<file path="src/rtl/mac_pkg.sv">
// mac_pkg: shared helpers for the mac_tree_acc dot-product engine.
//   log2n      : adder-tree depth for N lanes
//   wacc_of    : accumulator width that holds the worst-case burst sum
//   sat_clip   : reports whether a sign-extended value lies above/below a WO-bit signed range
//   MAC_LANE   : lane slice of a packed lane vector, lane k at [k*w +: w]

`ifndef MAC_LANE
`define MAC_LANE(vec, k, w) vec[(k)*(w) +: (w)]
`endif

package mac_pkg;

  // Width used for the saturation compare; WACC must not exceed it.
  localparam int CLIP_W = 64;

  function automatic int log2n(input int n);
    return $clog2(n);
  endfunction

  function automatic int wacc_of(input int wi, input int n, input int mb);
    return 2*wi + $clog2(n) + $clog2(mb) + 1;
  endfunction

  // Returns {over, under}: over = t above 2^(wo-1)-1, under = t below -2^(wo-1).
  function automatic logic [1:0] sat_clip(input logic signed [CLIP_W-1:0] t, input int wo);
    logic signed [CLIP_W-1:0] hi;
    logic signed [CLIP_W-1:0] lo;
    hi = (64'sd1 <<< (wo-1)) - 64'sd1;
    lo = -(64'sd1 <<< (wo-1));
    return {(t > hi), (t < lo)};
  endfunction

endpackage

</file>
<file path="src/rtl/mac_adder_tree.sv">
// mac_adder_tree: registered pairwise signed adder tree, built recursively.
// Each level adds adjacent lane pairs with one bit of growth and registers the result;
// the valid and 3-bit flag sideband ride along with the same delay (log2(N) cycles).
//   clk, rst : clock, synchronous active-high reset
//   vld_i    : beat valid entering the tree
//   flg_i    : per-beat sideband, delayed alongside the data
//   din      : N signed lanes of WIN bits, lane k at [k*WIN +: WIN]
//   sum_o    : signed sum of all lanes, WIN+log2(N) bits
//   vld_o    : delayed vld_i
//   flg_o    : delayed flg_i

module mac_adder_tree #(
  parameter int N   = 16,
  parameter int WIN = 16
)(
  input  logic                       clk,
  input  logic                       rst,
  input  logic                       vld_i,
  input  logic [2:0]                 flg_i,
  input  logic [N*WIN-1:0]           din,
  output logic [WIN+$clog2(N)-1:0]   sum_o,
  output logic                       vld_o,
  output logic [2:0]                 flg_o
);

  localparam int NH = N / 2;
  localparam int WL = WIN + 1;

  logic [NH*WL-1:0] lvl_d;
  logic [NH*WL-1:0] lvl_q;
  logic             vld_q;
  logic [2:0]       flg_q;

  always_comb begin
    lvl_d = '0;
    for (int k = 0; k < NH; k++) begin
      `MAC_LANE(lvl_d, k, WL) = {din[(2*k+1)*WIN-1], `MAC_LANE(din, 2*k, WIN)}
                              + {din[(2*k+2)*WIN-1], `MAC_LANE(din, 2*k+1, WIN)};
    end
  end

  always_ff @(posedge clk) begin
    if (rst) begin
      lvl_q <= '0;
      vld_q <= 1'b0;
      flg_q <= '0;
    end else begin
      lvl_q <= lvl_d;
      vld_q <= vld_i;
      flg_q <= flg_i;
    end
  end

  generate
    if (NH == 1) begin : g_leaf
      assign sum_o = lvl_q;
      assign vld_o = vld_q;
      assign flg_o = flg_q;
    end else begin : g_next
      mac_adder_tree #(.N(NH), .WIN(WL)) u_next (
        .clk   (clk),
        .rst   (rst),
        .vld_i (vld_q),
        .flg_i (flg_q),
        .din   (lvl_q),
        .sum_o (sum_o),
        .vld_o (vld_o),
        .flg_o (flg_o)
      );
    end
  endgenerate

endmodule

</file>
<file path="src/rtl/mac_tree_acc.sv">
// mac_tree_acc: signed N-lane dot-product engine with multi-beat burst accumulation
// and shift/ReLU/saturation quantiser. Result appears LOG2N+4 cycles after the last beat.
//   clk, rst : clock, synchronous active-high reset
//   vld_i    : beat valid (no backpressure)
//   first_i  : beat opens a burst (restarts an open one)
//   last_i   : beat closes the burst
//   relu_i   : ReLU enable, taken from the last beat
//   win, din : N signed WI-bit weights / activations, lane k at [k*WI +: WI]
//   acc_o    : raw burst sum, WACC bits
//   q_o      : quantised result, WO bits
//   sat_o    : q_o was clipped
//   vld_o    : one-cycle pulse per completed burst

module mac_tree_acc
  import mac_pkg::*;
#(
  parameter int WI        = 8,
  parameter int N         = 16,
  parameter int MAX_BEATS = 64,
  parameter int WO        = 8,
  parameter int SHIFT     = 0,
  localparam int WACC     = wacc_of(WI, N, MAX_BEATS)
)(
  input  logic              clk,
  input  logic              rst,
  input  logic              vld_i,
  input  logic              first_i,
  input  logic              last_i,
  input  logic              relu_i,
  input  logic [N*WI-1:0]   win,
  input  logic [N*WI-1:0]   din,
  output logic [WACC-1:0]   acc_o,
  output logic [WO-1:0]     q_o,
  output logic              sat_o,
  output logic              vld_o
);

  localparam int LOG2N = log2n(N);
  localparam int WP    = 2 * WI;
  localparam int WT    = WP + LOG2N;

  // S0: input register
  logic [N*WI-1:0] w_q, d_q;
  logic            vld0_q, first0_q, last0_q, relu0_q;

  always_ff @(posedge clk) begin
    if (rst) begin
      w_q      <= '0;
      d_q      <= '0;
      vld0_q   <= 1'b0;
      first0_q <= 1'b0;
      last0_q  <= 1'b0;
      relu0_q  <= 1'b0;
    end else begin
      w_q      <= win;
      d_q      <= din;
      vld0_q   <= vld_i;
      first0_q <= first_i;
      last0_q  <= last_i;
      relu0_q  <= relu_i;
    end
  end

  // S1: products. Operands are sign-extended to 2*WI so the truncated product is exact.
  logic [N*WP-1:0] prod_d, prod_q;
  logic            vld1_q;
  logic [2:0]      flg1_q;   // {relu, last, first}

  always_comb begin
    prod_d = '0;
    for (int k = 0; k < N; k++) begin
      `MAC_LANE(prod_d, k, WP) = {{WI{w_q[(k+1)*WI-1]}}, `MAC_LANE(w_q, k, WI)}
                               * {{WI{d_q[(k+1)*WI-1]}}, `MAC_LANE(d_q, k, WI)};
    end
  end

  always_ff @(posedge clk) begin
    if (rst) begin
      prod_q <= '0;
      vld1_q <= 1'b0;
      flg1_q <= '0;
    end else begin
      prod_q <= prod_d;
      vld1_q <= vld0_q;
      flg1_q <= {relu0_q, last0_q, first0_q};
    end
  end

  // S2..S(1+LOG2N): adder tree
  logic [WT-1:0] sum_t;
  logic          vld_t;
  logic [2:0]    flg_t;

  mac_adder_tree #(.N(N), .WIN(WP)) u_tree (
    .clk   (clk),
    .rst   (rst),
    .vld_i (vld1_q),
    .flg_i (flg1_q),
    .din   (prod_q),
    .sum_o (sum_t),
    .vld_o (vld_t),
    .flg_o (flg_t)
  );

  // SA: accumulator with burst-open flag
  logic [WACC-1:0] tree_ext;
  logic [WACC-1:0] acc_d, acc_q;
  logic            open_d, open_q;
  logic            fire_d, fire_q;
  logic            relu_d, relu_q;

  assign tree_ext = {{(WACC-WT){sum_t[WT-1]}}, sum_t};

  always_comb begin
    acc_d  = acc_q;
    open_d = open_q;
    fire_d = 1'b0;
    relu_d = relu_q;
    if (vld_t) begin
      if (flg_t[0]) begin
        acc_d  = tree_ext;
        open_d = !flg_t[1];
        fire_d = flg_t[1];
        relu_d = flg_t[2];
      end else if (open_q) begin
        // Stray beats outside a burst never reach this branch, so acc is untouched.
        acc_d = acc_q + tree_ext;
        if (flg_t[1]) begin
          open_d = 1'b0;
          fire_d = 1'b1;
          relu_d = flg_t[2];
        end
      end
    end
  end

  always_ff @(posedge clk) begin
    if (rst) begin
      acc_q  <= '0;
      open_q <= 1'b0;
      fire_q <= 1'b0;
      relu_q <= 1'b0;
    end else begin
      acc_q  <= acc_d;
      open_q <= open_d;
      fire_q <= fire_d;
      relu_q <= relu_d;
    end
  end

  // SQ: shift (floor), optional ReLU, signed saturation
  logic signed [WACC-1:0]   acc_s, t_sh;
  logic signed [CLIP_W-1:0] t_ext;
  logic [1:0]               ovr;
  logic [WO-1:0]            q_d;

  always_comb begin
    acc_s = acc_q;
    t_sh  = acc_s >>> SHIFT;
    if (relu_q && t_sh[WACC-1]) t_sh = '0;
    t_ext = CLIP_W'(t_sh);
    ovr   = sat_clip(t_ext, WO);
    if (ovr[1])      q_d = {1'b0, {(WO-1){1'b1}}};
    else if (ovr[0]) q_d = {1'b1, {(WO-1){1'b0}}};
    else             q_d = t_sh[WO-1:0];
  end

  always_ff @(posedge clk) begin
    if (rst) begin
      acc_o <= '0;
      q_o   <= '0;
      sat_o <= 1'b0;
      vld_o <= 1'b0;
    end else begin
      vld_o <= fire_q;
      if (fire_q) begin
        acc_o <= acc_q;
        q_o   <= q_d;
        sat_o <= |ovr;
      end
    end
  end

endmodule

</file>
<file path="config.mk">
export PLATFORM = sky130hd
export DESIGN_NAME = mac_tree_acc
export DESIGN_NICKNAME = d
export VERILOG_FILES = /design/src/rtl/mac_pkg.sv /design/src/rtl/mac_adder_tree.sv /design/src/rtl/mac_tree_acc.sv
export SDC_FILE = /design/constraint.sdc
export NUM_CORES = 2
export LEC_CHECK = 0
export ABC_AREA = 1
export CAP_MARGIN = 20
export CORE_UTILIZATION = 65
export CTS_CLUSTER_DIAMETER = 200
export CTS_CLUSTER_SIZE = 8
export DETAILED_ROUTE_END_ITERATION = 10
export PLACE_DENSITY = 0.84
export RECOVER_POWER = 50
export SLEW_MARGIN = 20
export SYNTH_ARGS = -nofsm -noshare
export SYNTH_HDL_FRONTEND = slang
export SYNTH_SLANG_ARGS = --single-unit
</file>
<file path="constraint.sdc">
create_clock -name clk -period 8.75 [get_ports clk]
set_input_delay 2.1875 -clock clk [delete_from_list [all_inputs] [get_ports clk]]
set_output_delay 2.1875 -clock clk [all_outputs]
set_load 0.01 [all_outputs]
</file>
==> impl_metrics.ini <==
[floorplan]
ioPinCount = 299
die_h_um = 350
dieArea_sq_um = 123000
fp-row-count = 127
initial_core_util_pct = 65.6
fp.dieW_um = 350
coreArea_sq_um = 120000

[cts]
clk_pin_slew_worst_paths_ns = 0.05
cts-root-buf = clkbuf_16
cts_post_setup_buffers_inserted = 0
clockBufferDepth = 3
ctsResizeCount = 0
numCtsBuffers = 118
htreeDepth = 3
tritoncts = yes
cts_hold_buffers = 0
cts_sinks = 869
clock_latency_ns = 0.72

[logic_synthesis]
yosys_most_used_dff = dfxtp_1
syn_nets = 12395
async_flop_share_pct = 0
yosys_warnings = 0
ys_seq_elements = 869
synth_edf_count = 0
syn_area_per_cell_sq_um = 7.51
synth_area_sq_um = 78800
synthCells = 10496
ys_seq_area_share_pct = 22.1
synth.distinct_cells = 52

[critical_path]
slowest_delay_ns = 2.17
critPathCaptureType = flip-flop
rr_worst_depth = 15
crit_type = input pin to flip-flop
cp.depth = 5
required_ns = 9.30
crit_family = buffers and inverters
crit_buf_inv = 3
crit_chain = clkbuf_1 > inv_8 > buf_12 > o21ai_0 > a21oi_1
crit_arrival_ns = 6.53
cp-start-kind = input pin
crit_path_top_delay_cell = clkbuf_1
cp_max_fo = 223

[route]
vias = 63949
wire_per_inst_um = 14.5
viasPerCell = 5.25
dr.pass1.iters = 7
ant_nets = 0
finalWirelength_mm = 177
drc_errors = 0
first_iter_violations = 3883

[timing]
setup_slack_ns = 2.77
finalSetupTns_ns = 0
hold-worst-slack_ns = 0.402
setup_viol = 0
hold_viol_final = 0
finalCriticalPeriod_ns = 5.98
fmax_mhz = 167
slew_headroom_pct = -111
final_max_slew_viol_count = 65
rsz0062_at_grt = no
worstMarginPinSlew_ns = 3.16
clock_skew_ns = 0.0205
final.period_utilization_pct = 68.3

[place]
dp_slack_ns = 4.30
io_buffers = 298
placed_area_sq_um = 82500
place_congestion = 0.925
dp_hpwl_mm = 140

[finish]
layout_commonest_cell = inv_1
postLayoutCellArea_sq_um = 85500
insertedDiodeCount = 0
area_growth_pct = 8.51
fin_nets = 12469
fillers = 9520
final_cell_mix = inv_1 (2827), nand2_1 (1783), fa_1 (896)
drive_above_1_share_pct = 2.12

[global_route]
grt_pass1_vias = 65392
grt_max_degree = 224
grt_pass1_wl_mm = 303
grt_antenna_before_repair = 0
track_usage_pct = 29.6
gr-total-overflow = 0

[hold_path]
hp-class = flip-flop to flip-flop
whs_path_depth = 2

[pwr]
fin_total_pwr_mw = 14.2
p_per_area_nw_per_um2 = 166
ir_worst_vdd_uv = 202
power_leakage_nw = 48.6

[status]
status = complete, but fails checks
violations = capacitance limit, slew limit

[flow_run]
cap_violations = 1
-- per-stage QoR --
stage | util [%] | instances
floorplan | - | 10496
global placement | 68.7 | 12062
detailed placement | 68.7 | 12062
CTS | 71.2 | 12185
global route | 71.2 | 12185
finish | 71.2 | 12185
-- registers in the layout, summed over array words and instances (netlist names), 3 cells and up --
| register | count |
|---|---|
| acc_o | 27 |
| u_tree.g_next.u_next.lvl_q | 72 |
| u_tree.lvl_q | 136 |
| u_tree.g_next.u_next.g_next.u_next.lvl_q | 38 |
| u_tree.g_next.u_next.flg_q | 3 |
| u_tree.g_next.u_next.g_next.u_next.g_next.u_next.flg_o | 3 |
| d_q | 128 |
| flg1_q | 3 |
| q_o | 8 |
| u_tree.g_next.u_next.g_next.u_next.flg_q | 3 |
| acc_q | 27 |
| w_q | 128 |
| prod_q | 256 |
| u_tree.flg_q | 3 |
| u_tree.g_next.u_next.g_next.u_next.g_next.u_next.sum_o | 20 |
-- final timing paths --
kind	endpoint	slack, ns	start
min	flip-flop	0.40	u_tree.g_next.u_next.g_next.u_next.flg_q[1]
min reg2reg	flip-flop	0.40	u_tree.g_next.u_next.g_next.u_next.flg_q[1]
max reg2reg	prod_q[253]	4.29	d_q[122]
max	acc_o[18]	2.77	rst
-- report_power, final --
part | switching (mW) | internal [mW]
clock network | 1.71 | 2.34
logic | 3.21 | 1.93
registers | 0.464 | 4.58
-- worst reg2reg max path: cells and delay by family (launching register included) --
kind            cells  cell delay (ns)
simple gates        1             0.20
compound gates      6             1.12
flops               1             0.52
buf+inv             3             0.23
fa+ha+maj           5             2.28
-- cell usage after synthesis, types with 5 or more instances --
cell	instances	area (sq um)
o2111ai_1	6	52.6
xnor2_1	78	683
o211a_1	7	70.1
nand4_1	41	257
or2_2	27	169
nand2_1	1783	6690
dfxtp_1	869	17400
buf_2	49	245
a21boi_0	7	52.6
a31oi_1	19	119
inv_1	2828	10600
o21ai_2	26	228
nand3_2	9	90.1
nor4_1	16	100
xor2_1	44	385
nand3_1	276	1380
o21ai_0	456	2280
nor2_1	869	3260
a21o_1	44	330
ha_1	741	9270
clkbuf_1	298	1120
nor3_1	54	270
o211ai_1	12	90.1
fa_1	896	17900
o31ai_1	32	240
o21bai_1	47	353
a21oi_1	821	4110
nor2_2	9	56.3
a211oi_1	11	82.6
buf_1	5	18.8
and2_1	10	62.6
o21ai_1	13	65.1
o21a_1	51	383
-- layer usage --
metal | up-vias | GRT usage, % | wire (um)
li1 | 31547 | - | -
met1 | 30238 | 37.9 | 75000
met2 | 1755 | 52.1 | 87100
met3 | 409 | 3.50 | 8730
met4 | 0 | 9.64 | 5870
met5 | - | 0 | 0
-- final cells by class --
| cell class | count | area [sq um] | share of cell area [%] |
|---|---|---|---|
| sequential | 869 | 17400 | 20.3 |
| tap | 1612 | 2020 | 2.36 |
| inverter | 2835 | 10600 | 12.5 |
| clock inverter | 5 | 58.8 | 0.0688 |
| multi-input combinational | 6440 | 49400 | 57.7 |
| clock buffer | 118 | 2950 | 3.45 |
| timing repair buffer | 306 | 3050 | 3.57 |
-- cell families (layout without fill, tap and decap cells) --
logic type / count (synthesis) / in the layout / synth area share (%)
AOI/OAI and AO/OA: 1572 / 1572 / 11.0
buffers and inverters: 3187 / 3264 / 15.3
DFF: 869 / 869 / 22.1
xor gates and xnor gates: 122 / 122 / 1.36
and+or+nand+nor: 3109 / 3109 / 15.8
adders and majority gates: 1637 / 1637 / 34.5
No activity file was read; power rests on OpenSTA's default activity.
